### src/rtl/demux1_2_stream.sv
// Registered 1-to-2 valid/ready stream demultiplexer with one-deep holding
// register per output channel, steered or de-interleave routing, and beat counters.

// One-deep holding register for a single output channel.
module demux1_2_stream_hold #(
    parameter int DATA_W = 8
) (
    input  logic              clk,
    input  logic              rst_n,
    input  logic              load,
    input  logic [DATA_W-1:0] load_data,
    input  logic              ready,
    output logic              valid,
    output logic [DATA_W-1:0] data
);

    // NOTE: sequential state uses non-blocking assignments so every register
    // samples pre-edge values regardless of process evaluation order.
    // NOTE: the payload register is reset too, so the output reads 0 after reset.
    always_ff @(posedge clk or negedge rst_n) begin
        if (!rst_n) begin
            valid <= 1'b0;
            data  <= '0;
        end else if (load) begin
            // A load wins over a drain: valid stays high with the new beat.
            valid <= 1'b1;
            data  <= load_data;
        end else if (ready) begin
            valid <= 1'b0;
        end
    end

endmodule

// Saturating beat counter with synchronous clear that wins over increment.
module demux1_2_stream_cnt #(
    parameter int CNT_W = 16
) (
    input  logic             clk,
    input  logic             rst_n,
    input  logic             clr,
    input  logic             inc,
    output logic [CNT_W-1:0] cnt
);

    always_ff @(posedge clk or negedge rst_n) begin
        if (!rst_n) begin
            cnt <= '0;
        end else if (clr) begin
            cnt <= '0;
        end else if (inc && (cnt != {CNT_W{1'b1}})) begin
            cnt <= cnt + CNT_W'(1);
        end
    end

endmodule

module demux1_2_stream #(
    parameter int DATA_W = 8,
    parameter int CNT_W  = 16
) (
    input  logic              sys_clk,
    input  logic              sys_rst_n,
    input  logic              mode,
    input  logic              in_valid,
    input  logic [DATA_W-1:0] in_data,
    input  logic              in_sel,
    output logic              in_ready,
    output logic              out1_valid,
    output logic [DATA_W-1:0] out1_data,
    input  logic              out1_ready,
    output logic              out2_valid,
    output logic [DATA_W-1:0] out2_data,
    input  logic              out2_ready,
    input  logic              cnt_clr,
    output logic [CNT_W-1:0]  cnt1,
    output logic [CNT_W-1:0]  cnt2
);

    typedef enum logic {
        CH1 = 1'b0,
        CH2 = 1'b1
    } chan_e;

    logic  mode_q;
    logic  phase_q;
    logic  mode_rise;
    logic  phase_eff;
    chan_e tgt;
    logic  accept;
    logic  load1;
    logic  load2;

    // NOTE: every signal assigned here gets a default first, so no path can
    // leave one unassigned and infer a latch.
    always_comb begin
        mode_rise = 1'b0;
        phase_eff = 1'b0;
        tgt       = CH1;
        in_ready  = 1'b0;
        accept    = 1'b0;
        load1     = 1'b0;
        load2     = 1'b0;

        // The first beat after entering de-interleave mode always goes to out1.
        mode_rise = mode & ~mode_q;
        phase_eff = mode_rise ? 1'b0 : phase_q;
        tgt       = chan_e'(mode ? phase_eff : in_sel);

        in_ready  = (tgt == CH1) ? (~out1_valid | out1_ready)
                                 : (~out2_valid | out2_ready);
        accept    = in_valid & in_ready;
        load1     = accept & (tgt == CH1);
        load2     = accept & (tgt == CH2);
    end

    // Phase only advances in de-interleave mode and is frozen while steered.
    always_ff @(posedge sys_clk or negedge sys_rst_n) begin
        if (!sys_rst_n) begin
            mode_q  <= 1'b0;
            phase_q <= 1'b0;
        end else begin
            mode_q <= mode;
            if (mode) begin
                phase_q <= phase_eff ^ accept;
            end
        end
    end

    demux1_2_stream_hold #(.DATA_W(DATA_W)) u_hold1 (
        .clk       (sys_clk),
        .rst_n     (sys_rst_n),
        .load      (load1),
        .load_data (in_data),
        .ready     (out1_ready),
        .valid     (out1_valid),
        .data      (out1_data)
    );

    demux1_2_stream_hold #(.DATA_W(DATA_W)) u_hold2 (
        .clk       (sys_clk),
        .rst_n     (sys_rst_n),
        .load      (load2),
        .load_data (in_data),
        .ready     (out2_ready),
        .valid     (out2_valid),
        .data      (out2_data)
    );

    demux1_2_stream_cnt #(.CNT_W(CNT_W)) u_cnt1 (
        .clk   (sys_clk),
        .rst_n (sys_rst_n),
        .clr   (cnt_clr),
        .inc   (load1),
        .cnt   (cnt1)
    );

    demux1_2_stream_cnt #(.CNT_W(CNT_W)) u_cnt2 (
        .clk   (sys_clk),
        .rst_n (sys_rst_n),
        .clr   (cnt_clr),
        .inc   (load2),
        .cnt   (cnt2)
    );

endmodule

### config.mk
export PLATFORM = sky130hd
export DESIGN_NAME = demux1_2_stream
export DESIGN_NICKNAME = d
export VERILOG_FILES = /design/src/rtl/demux1_2_stream.sv
export SDC_FILE = /design/constraint.sdc
export NUM_CORES = 1
export LEC_CHECK = 0
export ABC_AREA = 1
export CAP_MARGIN = 25
export CORE_UTILIZATION = 45
export DETAILED_ROUTE_END_ITERATION = 10
export GPL_TIMING_DRIVEN = 1
export PLACE_DENSITY = 0.73
export REMOVE_ABC_BUFFERS = 1
export SYNTH_ARGS = -nofsm -noshare
export SYNTH_HDL_FRONTEND = slang
export SYNTH_SLANG_ARGS = --single-unit
### constraint.sdc
create_clock -name sys_clk -period 2.81 [get_ports sys_clk]
set_input_delay 0.562 -clock sys_clk [delete_from_list [all_inputs] [get_ports sys_clk]]
set_output_delay 0.562 -clock sys_clk [all_outputs]
set_load 0.01 [all_outputs]
# [Word-level counts from Yosys, hierarchy flattened]
# Cells that the tools add are included.
[totals] in_bits=16 ff_bits=52 word_cells=40 out_inout_bits=51
[op_classes] eq_ne=2 bitwise=11 n_reduce_logical=6 n_mux=11 addsub=2
[ops] operator="16-bit two-way mux" count=4
[ops] operator="16-bit by 1-bit adder with 16-bit output, second input constant" count=2
[ops] operator="16-bit inequality test, second input constant" count=2
[ops] operator="2-bit nonzero test" count=4
[ops] operator="1-bit two-way mux" count=7
[ops] operator="1-bit bitwise AND" count=4
[ops] operator="1-bit inverter" count=4
[ops] operator="1-bit logical AND" count=2
[ops] operator="1-bit OR" count=2
[ops] operator="1-bit bitwise XOR" count=1

# [Logic depth before layout (Yosys ltp)]
# Gate-level depths: netlist (run 1).
[logic_depth] ltp_word=10 mapped_depth=10 depth_no_buf=10

# [Modules after synthesis]
# A second synthesis (run 1) with hierarchy kept.
[hier_totals] hier_cells=394 area_unflattened_um2=2935.3
[by_module_without_submodules] mod="demux1_2_stream_cnt" cells_each=144 instances=2 seq_area_each_um2=400.4 area_each_um2=1037.2
[by_module_without_submodules] mod="demux1_2_stream_hold" cells_each=38 instances=2 seq_area_each_um2=225.2 area_each_um2=341.6
[by_module_without_submodules] mod="demux1_2_stream" cells_each=30 instances=1 seq_area_each_um2=50.0 area_each_um2=177.7

# [Least setup slack after synthesis (run 1)]
# OpenSTA, ideal clock, no wires.
[synth_timing] path_type="reg-to-reg" start="reg u_cnt1.cnt[0]" end="reg u_cnt1.cnt[11]" t_required_ns=2.692 stages_incl_launch_ff=11 arrival_ns=1.433 path_slack_ns=1.259 n_path_buf=1 period_less_slack_ns=1.551 setup_time_ns=0.118 cell_sequence="dfrtp_1 > ha_1 > nand2_1 > nor2_1 > nand2_1 > nor2_4 > nor2_4 > nor2_8 > buf_6 > nand2_1 > nand2_1"
[synth_between] elab_chain_len=3 word_cells_on_any_way=6 cone_classes="add/sub (1); eq/ne (1); mux (2); reduce/logical (2)"
[synth_rtl] item="start, declared" line="43" source="output logic [CNT_W-1:0] cnt"
[synth_rtl] item="start signal, assigned" line="52" source="cnt <= cnt + CNT_W'(1);"
[synth_rtl] item="16-bit by 1-bit adder with 16-bit output or 16-bit inequality test (tied branches)" line="52, 51"
[synth_rtl] item="16-bit two-way mux or 1-bit logical AND (tied branches)" line="51" source="end else if (inc && (cnt != {CNT_W{1'b1}})) begin"
[synth_rtl] item="16-bit two-way mux or 2-bit nonzero test (tied branches)"
# Several ways; a longest one is shown, not always the timed one. The select of a mux whose other input is x is not followed.
# A chain may end at the register's enable or synchronous reset.

# [Worst setup path after layout (run 1)]
[layout_timing] start="in in_sel" end="out in_ready"
[layout_between] elab_chain_len=2
[layout_rtl] item="start, declared" line="67" source="input logic in_sel,"
[layout_rtl] item="1-bit two-way mux" line="108" source="tgt = chan_e'(mode ? phase_eff : in_sel);"
[layout_rtl] item="1-bit two-way mux" line="110" source="in_ready = (tgt == CH1) ? (~out1_valid | out1_ready)"
[layout_rtl] item="end, declared" line="68" source="output logic in_ready,"
# No other way between the ends.

==> key figures, run 1 <==
Outcome
  • Outcome: finished, final reports clean

Logic synthesis
  • Leading post-synthesis cells by cell area: dfrtp_1, nand2_1, nor2_1
  • Number of synthesized flops with an enable pin: 0
  • Count leader, synth: nand2_1
  • Seq/Total Area, Yosys: roughly 45%
  • Cell count after synthesis: 392
  • Cell Area, Synth: between 2000 and 3000 µm²
  • Asr flop ratio synth: 100%
  • Synth Area per Inst: about 7.4 µm²
  • Synth top area share: 44.7%
  • Area leader, netlist: dfrtp_1
  • Yosys warning count: 0
  • Most used DFF post-synth: dfrtp_1
  • Yosys cell types: 24
  • #FFs+latches synth: between 50 and 60
  • Synth cell count leaders: nand2_1, dfrtp_1, nor2_1

STA
  • Max Freq: 0.399 GHz
  • Final min period: 2.51 ns
  • Rel. slew slack: around 48%
  • Unrepaired setup endpoints after global routing: false
  • Final Hold Viols: 0
  • Worst-margin pin slew: 0.778 ns
  • Final setup vio count: 0
  • Tcrit/Tclk final: 89.3%
  • Hold_ws: 0.189 ns
  • Final Max Slew Viols: 0
  • Setup TNS: 0 ns
  • Clk_skew: 0.00709 ns

Job
  • Max_cap viols: 0

Floorplan
  • Die Height: 82.5 µm
  • Num rows: 28
  • Die W: 82.5 µm
  • Initial Utilization: 47.8%
  • # IOs: 67
  • Core Area: 6100 µm²
  • Die area: 6800 µm²

Final layout
  • Post-Layout Inst Area: between 3000 and 4000 µm²
  • Register area: 1300 µm²
  • Inserted Diodes: 0
  • Multi-input logic area: approximately 1400 µm²
  • Synth-to-Final Area Change: 27.8%
  • FILL cells: between 500 and 600
  • Layout cells sized above 1: 6.97%
  • Final nets: approximately 480

Pwr
  • Peak VDD IR: 300 µV
  • Leakage: 1.82 nW
  • Power per cell area: 444 nW/µm²

Global route
  • Total global routing track utilization: 22.2%
  • Vias in the first global route: 2534
  • First-pass GRT wire length: about 12 mm
  • Initial antenna violation count: 0
  • Largest net degree at the start of global routing: 24
  • Overflow after GRT: 0

Drt
  • Initial detailed-routing violation count: 158
  • Drt total wl: 6.76 mm
  • Post-route ant nets: 0
  • Vias per cell: 5.07
  • Drt wl/cell: 12.7 µm
  • Vias: 2706
  • First drt pass iteration count: 4
  • Residual DRC: 0

Placement
  • Final HPWL DP: 5.00 mm
  • Number of I/O port buffers: 66
  • Placer Congestion: approximately 0.85
  • Placed Area: 3620 µm²

CTS
  • CTS Buf Count: 5
  • PostCTS Resize Cnt: 0
  • Htree depth: 2
  • Number of buffers inserted by hold repair at cts: 0
  • Clock Pin Slew Worst Setup and Hold Paths: 0.10 ns
  • Clock sink count: 52
  • CTS max path bufs: 2
  • CTS tree: built
  • Clk_lat worst skew: roughly 0.30 ns
  • Post-CTS Setup Inserts: 0
  • Root Buffer: clkbuf_8

Worst setup path
  • CP arrival: 1.95 ns
  • R2R setup slack: 1.04 ns
  • Crit Path Max Fanout: 3
  • RR Startpoint: u_cnt1.cnt[1]
  • Reg-to-Reg End: u_cnt1.cnt[15]
  • Worst setup SP type: primary input
  • R2r worst-path depth: 9
  • Critical path class: primary input to output pin
  • Critical path required time: between 2 and 2.5 ns
  • Critical path endpoint category: output pin

Worst hold path
  • Hold Path Class: primary input to async pin
-- power by group --
group          internal (mW)  leakage [nW]  switching, mW
sequential             0.811         0.693         0.0400
combinational          0.166          1.08          0.168
clock                  0.207        0.0522          0.262
total                   1.18          1.82          0.469
-- per-layer routing --
layer	GRT usage, %	wire, µm
met1	29.8	3260
met2	36.6	3170
met3	4.40	287
met4	5.26	37
met5	0	0
-- registers in the layout (all words and copies together), names as in the netlist --
signal	flops
u_hold2.valid	1
phase_q	1
u_cnt2.cnt	16
u_hold1.valid	1
u_hold2.data	8
u_hold1.data	8
mode_q	1
u_cnt1.cnt	16
-- how the worst max path moves through the flow --
stage                       from             to  slack [ns]  depth (start not counted)
after detailed placement    mode       in_ready        0.10                          8
after CTS                   mode       in_ready        0.09                          8
after global routing      in_sel       in_ready        0.25                          6
after global placement      mode       in_ready        0.20                          8
after floorplan             mode  u_cnt1.cnt[5]        1.13                          9
final                     in_sel       in_ready        0.30                          6
-- worst max-delay path, stage by stage --
cell	delay, ns
clkdlybuf4s50_1	0.47
nand2_1	0.06
nand2_1	0.12
nand2_1	0.06
nand2_1	0.11
clkdlybuf4s50_1	0.56
-- stage by stage --
step           cells  power [mW]  utilization [%]  setup slack [ns]
2_1_floorplan    380       0.990                -              1.13
3_3_place_gp     526        1.19             59.4             0.203
3_5_place_dp     526        1.20             59.4             0.103
4_1_cts          534        1.67             61.1            0.0918
5_1_grt          534        1.74             61.1             0.247
6_report         534        1.65             61.1             0.302
-- cell families after synthesis --
logic type      after synthesis  share of synthesized area (%)
compound gates               32                           6.01
xor+xnor                      7                           2.10
fa+ha+maj                     2                          0.859
buf+inv                      52                           7.86
flops                        52                           44.7
simple gates                247                           38.5
-- layout make-up --
class | count | area share, %
flip-flops and latches | 52 | 34.9
clock inverters | 2 | 0.470
clock buffers | 6 | 2.22
repair buffers | 71 | 18.7
well taps | 75 | 2.52
inverters | 40 | 4.03
multi-input cells | 288 | 37.2
-- cell usage in the layout, fill, tap and decap left out, types with 6 or more instances in the layout --
cell type,n
clkdlybuf4s50_1,64
dfrtp_1,52
inv_1,37
xor2_1,7
o21ai_0,25
nand4_1,20
nand2_1,150
nand3_1,24
nor2_1,38
clkbuf_8,6
Note: power is estimated with default switching activity, not from simulation.
==> inputs of run 2 (changes only) <==
==> constraint.sdc (replaced) <==
create_clock -name sys_clk -period 3.12 [get_ports sys_clk]
set_input_delay 0.624 -clock sys_clk [delete_from_list [all_inputs] [get_ports sys_clk]]
set_output_delay 0.624 -clock sys_clk [all_outputs]
set_load 0.01 [all_outputs]
==> run 2 against run 1 <==
Compared with the run above:
- clock-buffer cell count is the same
- worst hold slack gained 0.043 ns
- combinational power shrank 11%
- register-to-register slack gained 0.30 ns
- clock skew grew 0.0023 ns
- sequential power shrank 10%
- global-route usage shrank 0.45 points
- cell area grew 0.30%
- critical path depth grew 2
==> key figures, run 2 (synthesized netlist as in run 1, its figures left out) <==
Outcome
  • Outcome: finished, final reports clean (unchanged)

Drt
  • Initial detailed-routing violation count: 171 (was 158)
  • Residual DRC: 0 (unchanged)
  • Drt wl/cell: 12.5 µm (was 12.7 µm)
  • Vias: 2691 (was 2706)
  • Post-route ant nets: 0 (unchanged)
  • First drt pass iteration count: 5 (was 4)
  • Vias per cell: 5.05 (was 5.07)
  • Drt total wl: 6.68 mm (was 6.76 mm)

Final layout
  • Inserted Diodes: 0 (unchanged)
  • Layout cells sized above 1: 6.77% (was 6.97%)
  • Largest registers: u_cnt1.cnt (16), u_cnt2.cnt (16) (unchanged)
  • Most common cell after layout, fill and taps aside: nand2_1 (unchanged)
  • Final nets: 475 (was 476)
  • Synth-to-Final Area Change: 28.2% (was 27.8%)
  • Most frequent cells in the layout: nand2_1, clkdlybuf4s50_1, dfrtp_1 (unchanged)

Floorplan
  • Initial Utilization: 47.8% (unchanged)
  • Num rows: 28 (unchanged)
  • Die area: 6800 µm² (unchanged)
  • Core Area: 6100 µm² (unchanged)
  • Die Height: 82.5 µm (unchanged)
  • Die W: 82.5 µm (unchanged)
  • # IOs: 67 (unchanged)

CTS
  • Post-CTS Setup Inserts: 0 (unchanged)
  • Clk_lat worst skew: 0.30 ns (about the same)
  • Htree depth: 2 (unchanged)
  • PostCTS Resize Cnt: 0 (unchanged)
  • Clock Pin Slew Worst Setup and Hold Paths: 0.09 ns (was 0.10 ns)
  • CTS Buf Count: 5 (unchanged)
  • Clock sink count: 52 (unchanged)
  • Number of buffers inserted by hold repair at cts: 0 (unchanged)
  • CTS max path bufs: 2 (unchanged)
  • CTS tree: built (unchanged)
  • Root Buffer: clkbuf_8 (unchanged)

STA
  • Unrepaired setup endpoints after global routing: false (unchanged)
  • Tcrit/Tclk final: 88.9%
  • Setup TNS: 0 ns (unchanged)
  • Clk_skew: 0.00939 ns (was 0.00709 ns)
  • Rel. slew slack: 47.3% (was 48.1%)
  • Hold_ws: 0.233 ns (was 0.189 ns)
  • Worst-margin pin slew: 0.790 ns (was 0.778 ns)
  • Final min period: roughly 2.8 ns
  • Final Max Slew Viols: 0 (unchanged)
  • Max Freq: 0.361 GHz
  • Final Hold Viols: 0 (unchanged)
  • Final setup vio count: 0 (unchanged)
  • Final Worst Setup Slack: 0.347 ns (was 0.302 ns)

Global route
  • Vias in the first global route: 2377 (was 2534)
  • Largest net degree at the start of global routing: 38 (was 24)
  • Overflow after GRT: 0 (unchanged)
  • Initial antenna violation count: 0 (unchanged)
  • First-pass GRT wire length: 11.3 mm (was 11.5 mm)
  • Total global routing track utilization: 21.7% (was 22.2%)

Pwr
  • PnR Total Power: 1.55 mW (was 1.65 mW)
  • Peak VDD IR: 306 µV (was 300 µV)
  • Leakage: 1.82 nW (about the same)
  • Power per cell area: 415 nW/µm² (was 444 nW/µm²)

Placement
  • Placer Congestion: 0.872 (was 0.849)
  • Number of I/O port buffers: 66 (unchanged)
  • Final HPWL DP: 4.83 mm (was 5.00 mm)
  • Post-Place Worst Slack: 0.343 ns (was 0.103 ns)

Worst setup path
  • RR Startpoint: u_cnt1.cnt[0] (was u_cnt1.cnt[1])
  • Setup crit start: mode (was in_sel)
  • Critical path class: primary input to output pin (unchanged)
  • Critical path required time: 2.50 ns (was 2.25 ns)
  • Crit Path Max Fanout: 5 (was 3)
  • Worst setup SP type: primary input (unchanged)
  • Critical path endpoint category: output pin (unchanged)
  • CP arrival: 2.15 ns (was 1.95 ns)

Worst hold path
  • Hold Path Class: primary input to async pin (unchanged)

Job
  • Max_cap viols: 0 (unchanged)
==> run 2: per-layer routing <==
layer,GRT usage [%],vias to the layer above,share of wire [%]
li1,-,1371,-
met1,31.0,1226,49
met2,34.5,90,45
met3,3.96,4,5.4
met4,4.21,0,0.42
met5,0,-,0
==> run 2: power by group <==
group | internal (mW) | switching, mW
clock network | 0.263 | 0.226
logic | 0.149 | 0.149
registers | 0.730 | 0.0357
total | 1.14 | 0.410
==> run 2: through the flow <==
| stage | util (%) | instances | area [µm²] |
|---|---|---|---|
| 5_1_grt | 61.3 | 533 | 3740 |
| 4_1_cts | 61.3 | 533 | 3740 |
| 2_1_floorplan | - | 380 | 2840 |
| 6_report | 61.3 | 533 | 3740 |
| 3_5_place_dp | 59.3 | 525 | 3610 |
| 3_3_place_gp | 59.3 | 525 | 3610 |
==> run 2: worst paths after layout <==
kind / to / slack, ns / cells after the start
worst min register to register: u_hold2.data[5] / 0.49 / 2
min in group sys_clk: u_hold2.data[5] / 0.49 / 2
worst min-delay path: u_cnt2.cnt[13] / 0.23 / 1
max in group asynchronous: u_cnt1.cnt[14] / 2.09 / 2
worst max register to register: u_cnt1.cnt[5] / 1.34 / 9
worst max-delay path: in_ready / 0.35 / 8
==> run 2: cell type report <==
cell class,count,area (µm²)
Clock buffer,6,82.6
Clock inverter,2,38.8
Fill cell,580,2360
Inverter,40,150
Multi-Input combinational cell,288,1380
Sequential cell,52,1300
Tap cell,75,93.8
Timing Repair Buffer,70,686
==> run 2: critical path, cell delays in order <==
cell and delay (ns):
clkdlybuf4s50_1 0.54, inv_1 0.08, nand2_1 0.06, nand2_1 0.10, inv_2 0.08, nand2_1 0.04
nand2_1 0.09, clkdlybuf4s50_1 0.54
